$ cat src/rtl/keccak_pkg.sv
// Shared Keccak/SHAKE constants, mode encodings and absorb-path state type.
package keccak_pkg;

  localparam int w             = 64;
  localparam int RATE_SHAKE128 = 1344;
  localparam int RATE_SHAKE256 = 1088;

  localparam logic [1:0] SHAKE128_MODE_VEC = 2'b10;
  localparam logic [1:0] SHAKE256_MODE_VEC = 2'b11;

  // SHAKE domain-separation byte and the final pad bit in the last rate byte.
  localparam logic [7:0] PAD_SHAKE_DS = 8'h1F;
  localparam logic [7:0] PAD_FINAL    = 8'h80;

  typedef enum logic [1:0] {
    FILL = 2'd0,
    PAD  = 2'd1,
    HOLD = 2'd2
  } absorb_state_t;

  // Words per rate block for a mode; unknown encodings fall back to SHAKE128.
  function automatic int words_per_block(input logic [1:0] mode, input int width);
    return (mode == SHAKE256_MODE_VEC) ? (RATE_SHAKE256 / width) : (RATE_SHAKE128 / width);
  endfunction

endpackage

$ cat src/rtl/sipo_buffer.sv
// Serial-in/parallel-out word buffer: byte-masked indexed write, two
// independent OR ports for padding bytes, synchronous clear.
module sipo_buffer #(
  parameter int WIDTH = 64,
  parameter int DEPTH = 21,
  parameter int IDX_W = $clog2(DEPTH)
) (
  input  logic                     clk,
  input  logic                     rst,
  input  logic                     clr,
  input  logic                     wr_en,
  input  logic [IDX_W-1:0]         wr_idx,
  input  logic [WIDTH-1:0]         wr_data,
  input  logic [WIDTH/8-1:0]       wr_be,
  input  logic                     or_a_en,
  input  logic [IDX_W-1:0]         or_a_idx,
  input  logic [WIDTH-1:0]         or_a_data,
  input  logic                     or_b_en,
  input  logic [IDX_W-1:0]         or_b_idx,
  input  logic [WIDTH-1:0]         or_b_data,
  output logic [WIDTH*DEPTH-1:0]   data_out
);

  genvar gi;
  generate
    for (gi = 0; gi < DEPTH; gi++) begin : g_word
      logic [WIDTH-1:0] word_d;
      logic [WIDTH-1:0] word_q;

      // Next word value: clear wins, otherwise masked write then both OR ports
      // (the OR ports may hit the same word, e.g. 0x1F and 0x80 together).
      always_comb begin
        word_d = word_q;
        if (clr) begin
          word_d = '0;
        end else begin
          if (wr_en && (wr_idx == IDX_W'(gi))) begin
            for (int b = 0; b < WIDTH / 8; b++) begin
              if (wr_be[b]) word_d[8*b +: 8] = wr_data[8*b +: 8];
            end
          end
          if (or_a_en && (or_a_idx == IDX_W'(gi))) word_d = word_d | or_a_data;
          if (or_b_en && (or_b_idx == IDX_W'(gi))) word_d = word_d | or_b_data;
        end
      end

      // Word storage register.
      always_ff @(posedge clk or negedge rst) begin
        if (!rst) word_q <= '0;
        else      word_q <= word_d;
      end

      assign data_out[WIDTH*gi +: WIDTH] = word_q;
    end
  endgenerate

endmodule

$ cat src/rtl/absorb_datapath.sv
// Absorb-side input path: gathers message words into a rate block, applies
// SHAKE padding (0x1F ... 0x80) and hands full blocks to the permutation.
module absorb_datapath
  import keccak_pkg::*;
#(
  parameter int W        = w,
  parameter int RATE_MAX = RATE_SHAKE128
) (
  input  logic                clk,
  input  logic                rst,
  input  logic [1:0]          operation_mode,
  input  logic [W-1:0]        data_in,
  input  logic                data_in_valid,
  input  logic                data_in_last,
  input  logic [3:0]          data_in_bytes,
  output logic                data_in_ready,
  output logic [RATE_MAX-1:0] block_out,
  output logic                block_valid,
  output logic                block_last,
  input  logic                block_ready
);

  localparam int DEPTH  = RATE_MAX / W;
  localparam int IDX_W  = $clog2(DEPTH);
  localparam int NBYTES = W / 8;

  absorb_state_t    state_q, state_d;
  logic [IDX_W-1:0] k_q, k_d;
  logic             pad_pending_q, pad_pending_d;
  logic             block_last_q, block_last_d;
  logic [1:0]       mode_q, mode_d;
  logic             in_msg_q, in_msg_d;
  logic             run_q, run_d;

  logic [1:0]       eff_mode;
  logic [IDX_W-1:0] last_idx;
  logic             accept;

  logic             buf_clr;
  logic             wr_en;
  logic [W-1:0]     wr_data;
  logic [NBYTES-1:0] wr_be;
  logic             or_a_en;
  logic             or_b_en;
  logic [W-1:0]     tail_word;
  logic [NBYTES-1:0] tail_be;

  // Mode is taken live for the first word of a message, then held.
  assign eff_mode = in_msg_q ? mode_q : operation_mode;
  assign last_idx = IDX_W'(words_per_block(eff_mode, W) - 1);

  // run_q keeps ready low until the first edge after reset release.
  assign data_in_ready = run_q && (state_q == FILL);
  assign accept        = data_in_valid && data_in_ready;
  assign block_valid   = (state_q == HOLD);
  assign block_last    = block_last_q;

  // Partial final word: bytes below b pass through, byte b becomes 0x1F.
  // Bytes above b are left unwritten; they are still zero from the last clear.
  genvar gi;
  generate
    for (gi = 0; gi < NBYTES; gi++) begin : g_tail
      assign tail_word[8*gi +: 8] = (data_in_bytes == 4'(gi)) ? PAD_SHAKE_DS : data_in[8*gi +: 8];
      assign tail_be[gi]          = (data_in_bytes >= 4'(gi));
    end
  endgenerate

  // Next-state, word index and buffer-control decode for FILL/PAD/HOLD.
  always_comb begin
    state_d       = state_q;
    k_d           = k_q;
    pad_pending_d = pad_pending_q;
    block_last_d  = block_last_q;
    mode_d        = mode_q;
    in_msg_d      = in_msg_q;
    run_d         = 1'b1;
    buf_clr       = 1'b0;
    wr_en         = 1'b0;
    wr_data       = data_in;
    wr_be         = '1;
    or_a_en       = 1'b0;
    or_b_en       = 1'b0;

    case (state_q)
      FILL: begin
        if (accept) begin
          wr_en    = 1'b1;
          in_msg_d = 1'b1;
          mode_d   = eff_mode;
          if (data_in_last && (data_in_bytes < 4'(NBYTES))) begin
            wr_data = tail_word;
            wr_be   = tail_be;
            state_d = PAD;
          end else begin
            // A full final word defers the 0x1F byte to the next word slot,
            // which may sit in a fresh block if this word fills the current one.
            if (data_in_last) pad_pending_d = 1'b1;
            if (k_q == last_idx) begin
              state_d      = HOLD;
              block_last_d = 1'b0;
            end else begin
              k_d = k_q + 1'b1;
              if (data_in_last) state_d = PAD;
            end
          end
        end
      end

      PAD: begin
        if (pad_pending_q) begin
          or_a_en       = 1'b1;
          pad_pending_d = 1'b0;
        end
        or_b_en      = 1'b1;
        block_last_d = 1'b1;
        state_d      = HOLD;
      end

      HOLD: begin
        if (block_ready) begin
          buf_clr      = 1'b1;
          k_d          = '0;
          block_last_d = 1'b0;
          if (block_last_q) in_msg_d = 1'b0;
          state_d = pad_pending_q ? PAD : FILL;
        end
      end

      default: state_d = FILL;
    endcase
  end

  // Control state registers.
  always_ff @(posedge clk or negedge rst) begin
    if (!rst) begin
      state_q       <= FILL;
      k_q           <= '0;
      pad_pending_q <= 1'b0;
      block_last_q  <= 1'b0;
      mode_q        <= SHAKE128_MODE_VEC;
      in_msg_q      <= 1'b0;
      run_q         <= 1'b0;
    end else begin
      state_q       <= state_d;
      k_q           <= k_d;
      pad_pending_q <= pad_pending_d;
      block_last_q  <= block_last_d;
      mode_q        <= mode_d;
      in_msg_q      <= in_msg_d;
      run_q         <= run_d;
    end
  end

  sipo_buffer #(
    .WIDTH (W),
    .DEPTH (DEPTH),
    .IDX_W (IDX_W)
  ) u_buf (
    .clk       (clk),
    .rst       (rst),
    .clr       (buf_clr),
    .wr_en     (wr_en),
    .wr_idx    (k_q),
    .wr_data   (wr_data),
    .wr_be     (wr_be),
    .or_a_en   (or_a_en),
    .or_a_idx  (k_q),
    .or_a_data ({{(W-8){1'b0}}, PAD_SHAKE_DS}),
    .or_b_en   (or_b_en),
    .or_b_idx  (last_idx),
    .or_b_data ({PAD_FINAL, {(W-8){1'b0}}}),
    .data_out  (block_out)
  );

endmodule

$ cat config.mk
export PLATFORM = sky130hd
export DESIGN_NAME = absorb_datapath
export DESIGN_NICKNAME = d
export VERILOG_FILES = /design/src/rtl/keccak_pkg.sv /design/src/rtl/sipo_buffer.sv /design/src/rtl/absorb_datapath.sv
export SDC_FILE = /design/constraint.sdc
export NUM_CORES = 2
export LEC_CHECK = 0
export CORE_AREA = 5 5 557 559
export CTS_BUF_LIST = sky130_fd_sc_hd__clkbuf_4
export DETAILED_ROUTE_END_ITERATION = 8
export DIE_AREA = 0 0 562 564
export SLEW_MARGIN = 20
export SYNTH_ARGS = -nofsm -noshare
export SYNTH_HDL_FRONTEND = slang
export SYNTH_SLANG_ARGS = --single-unit
$ cat constraint.sdc
create_clock -name clk -period 4.6 [get_ports clk]
set_clock_uncertainty 0.1 [all_clocks]
set_input_delay 0.46 -clock clk [delete_from_list [all_inputs] [get_ports clk]]
set_output_delay 0.46 -clock clk [all_outputs]
set_load 0.05 [all_outputs]
==> impl_summary.txt <==
----------------------------------------------------
[Run status]
  Result of the run ... complete, no violations

[Die]
  Area of the core ... 305000 µm²
  IO Pins ... 1422
  Row Count ... 203
  Effective utilization at floorplan ... 17.5%
  Total die area ... 317000 µm²
  Vertical die dimension ... 564 µm
  Width of the die ... 562 µm

[Clocking]
  CTS Hold Buffers Added ... 73
  Insertion delay of the later-clocked pin in the worst-skew pair ... 1.23 ns
  TritonCTS clock tree ... built
  CTS root buf ... sky130_fd_sc_hd__clkbuf_4
  Post-CTS sizing ... 0
  Post-CTS Setup Repair Bufs ... 0
  Number of H-tree levels ... 5
  Clock-pin slew on the worst setup and hold paths ... 0.06 ns
  Max clock buf depth ... 4
  CTS Buf Count ... 372
  Total clock sinks ... 1357

[STA]
  Worst-Margin Slew ... 1.17 ns
  FMAX ... 238 MHz
  Aggregate negative setup slack ... 0 ns
  Final worst-path cycle share ... 91.2%
  Worst slew margin relative to its limit ... 22.1%
  Setup repair after global routing missed its margin ... no
  Final setup violating endpoints ... 0
  Final min period ... 4.20 ns
  Hold Vio Cnt, Final ... 0
  Worst-case setup margin in the final layout ... 0.403 ns
  Pins over their slew limit ... 0

[Yosys]
  Ranking of synthesized cells by instance count ... sky130_fd_sc_hd__dfrtp_1 (1356), sky130_fd_sc_hd__mux2_2 (478), sky130_fd_sc_hd__o21ai_0 (338), sky130_fd_sc_hd__nand2_1 (266), sky130_fd_sc_hd__o2bb2ai_1 (233)
  Library cell occupying the most area in the post-synthesis netlist ... sky130_fd_sc_hd__dfrtp_1
  Register bit count reported by yosys ... 1357
  Most repeated cell in the gate-level netlist after synthesis ... sky130_fd_sc_hd__dfrtp_1
  Net count after synthesis ... 4138
  Sequential element share of the synthesized area ... 63.8%
  Netlist area before placement ... 53200 µm²
  Largest cells by area after synthesis ... sky130_fd_sc_hd__dfrtp_1 (64%), sky130_fd_sc_hd__mux2_2 (10%), sky130_fd_sc_hd__o2bb2ai_1 (3.8%)
  Main flop type after synthesis ... sky130_fd_sc_hd__dfrtp_1
  Post-synthesis area per instance ... 13.1 µm²
  Portion of synthesized cell area occupied by the leading cell type ... 63.7%
  Warning count from the yosys run ... 0
  Number of standard cells after synthesis ... 4058
  FFs w/ async S/R, synth ... 100%
  Count of distinct cell types in the synthesized netlist ... 75
  Number of enable-type register cells in the synthesized netlist ... 0

[Worst setup path]
  Critical path class ... flop to output port
  Worst-path cell with the longest stage delay ... sky130_fd_sc_hd__clkdlybuf4s50_1
  Endpoint type of the worst setup path ... output port
  Delay of the slowest cell on the worst path ... 1.03 ns
  WP buf/inv ... 2
  Cell class contributing the biggest share of worst-path delay ... buffers and inverters
  Ordered cell list for the critical path ... buf_4 > nor2b_1 > clkdlybuf4s50_1
  Worst EP arrival ... 3.64 ns
  Critical Path RT ... 4.04 ns
  Startpoint Class ... flop
  Critical-path maximum fanout ... 29

[Routing]
  DRC violation count after routing ... 0
  Average wire per standard cell ... 30.1 µm
  Number of nets with antenna violations after routing ... 0
  Sum of routed wire length over all layers ... 305000 µm
  Drt via density ... 4.38
  Vias ... 44300
  1st-iter DRT viols ... 3170
  Iteration count of the initial detailed-routing pass ... 6

[Worst hold path]
  Tightest Hold Check Type ... input port to flop

[Global route]
  Via count of the first global-routing pass ... 46800
  Fraction of met2 tracks used by global routing ... 30.8%
  Layer with the highest usage ... met2
  Met3 capacity usage during global routing ... 5.97%
  Congestion Overflow GR ... 0
  Met1 layer usage reported by global route ... 21.9%
  GRT Resource Usage Total ... 18.4%
  First-pass GRT wire length ... 408000 µm
  Pin count of the biggest net entering global routing ... 150
  Antenna violations before repair ... 35

[Power and ir drop]
  Sequential group share of total power ... 30.8%
  Maximum vdd ir drop ... 0.000806 V
  Net switching power of the design ... 26.9 mW
  Switching Fraction ... 47.6%
  Power density of the placed cells ... 715 nW/µm²
  Internal Power ... 29.6 mW
  Static leakage ... 32.9 nW
  Proportion of power drawn by the clock network ... 19.4%
  Comb power frac ... 49.8%

[Placed design]
  Final estimated routing congestion in global placement ... 0.838
  Post-Place Setup Slack ... 0.546 ns
  Number of buffers added on ports ... 1421
  DP Wirelength ... 234000 µm

[Final layout]
  Post-layout net count ... 5920
  Area added between synthesis and finish ... 48.3%
  Filler Cells Inserted ... 31800
  Proportion of layout cells with a drive suffix above 1 ... 24.4%

[Run]
  Max-capacitance violation count ... 0

----------------------------------------------------
cells in the final DEF (no fill, tap or decap), types with 150 or more instances in the layout:
| master | instances |
|---|---|
| sky130_fd_sc_hd__buf_4 | 201 |
| sky130_fd_sc_hd__clkbuf_4 | 537 |
| sky130_fd_sc_hd__clkdlybuf4s50_1 | 1416 |
| sky130_fd_sc_hd__o21ai_0 | 337 |
| sky130_fd_sc_hd__dfrtp_1 | 1353 |
| sky130_fd_sc_hd__nand2_1 | 264 |
| sky130_fd_sc_hd__mux2_2 | 478 |
| sky130_fd_sc_hd__o2bb2ai_1 | 233 |
| sky130_fd_sc_hd__nand3_1 | 222 |
| sky130_fd_sc_hd__mux2i_1 | 150 |
power groups by stage:
stage / clock network (mW) / logic [mW] / registers, mW
after floorplan: 0 / 5.41 / 28.5
after global placement: 0 / 28.0 / 17.3
after detailed placement: 0 / 28.2 / 17.5
after CTS: 11.4 / 28.4 / 17.3
after global routing: 12.0 / 29.1 / 17.7
final: 11.0 / 28.1 / 17.4
stage by stage:
step / power, mW / instances / hold WS (ns) / instance area, µm² / utilization [%]
global route: 58.9 / 10100 / 0.157 / 78900 / 25.9
detailed placement: 45.7 / 9390 / 0.365 / 73500 / 24.1
finish: 56.4 / 10100 / 0.365 / 78900 / 25.9
global placement: 45.4 / 9387 / 0.357 / 73500 / 24.1
floorplan: 33.9 / 4058 / 0.0644 / 53200 / -
CTS: 57.1 / 10100 / 0.0473 / 78900 / 25.9
flip-flops by register name, summed over array words and instances, names as in the netlist:
name and cells:
mode_q 2, run_q 1, state_q 2, pad_pending_q 1, block_last 1, u_buf.g_word.word_q 1344, in_msg_q 1, k_q 5
worst paths after layout:
kind,startpoint,to,slack (ns),cells after the start
max,state_q[1],block_valid,0.40,3
min in group asynchronous,rst,u_buf.g_word[1].word_q[8],0.58,4
min,data_in_bytes[0],u_buf.g_word[15].word_q[42],0.36,5
max reg2reg,k_q[0],u_buf.g_word[11].word_q[20],0.86,8
min reg2reg,u_buf.g_word[19].word_q[37],u_buf.g_word[19].word_q[37],0.38,2
max in group asynchronous,rst,u_buf.g_word[7].word_q[18],2.65,5
cell families after synthesis:
family / count (synthesis) / share of synthesized area [%]
other cells: 1 / 0.00704
compound gates: 937 / 12.0
mux: 724 / 15.0
buf+inv: 321 / 2.42
fa+ha+maj: 5 / 0.117
simple gates: 713 / 6.70
flops: 1357 / 63.8
routing by layer:
| layer | wire, µm | up-vias |
|---|---|---|
| met3 | 25600 | 561 |
| li1 | - | 18600 |
| met4 | 12900 | 14 |
| met1 | 121000 | 22900 |
| met5 | 94 | - |
| met2 | 145000 | 2251 |
final cells by class:
| class | instances | area (µm²) | area share [%] |
|---|---|---|---|
| Multi-Input combinational cell | 2380 | 18400 | 23.3 |
| Sequential cell | 1357 | 34000 | 43.0 |
| Antenna cell | 27 | 67.6 | 0.0856 |
| Inverter | 15 | 56.3 | 0.0713 |
| Timing Repair Buffer | 1714 | 16900 | 21.3 |
| Clock buffer | 537 | 4030 | 5.11 |
| Tap cell | 3997 | 5000 | 6.33 |
| Clock inverter | 93 | 557 | 0.705 |
worst reg2reg max path, stage by stage (launching register included):
cell and delay [ns]:
sky130_fd_sc_hd__dfrtp_1 0.46, sky130_fd_sc_hd__ha_2 0.26, sky130_fd_sc_hd__buf_4 0.16, sky130_fd_sc_hd__nor4bb_1 0.78, sky130_fd_sc_hd__buf_4 0.25, sky130_fd_sc_hd__nand2_2 0.32, sky130_fd_sc_hd__buf_4 0.33, sky130_fd_sc_hd__nor2_1 0.64
sky130_fd_sc_hd__mux2i_1 0.28
No activity file was read; power rests on OpenSTA's default activity.
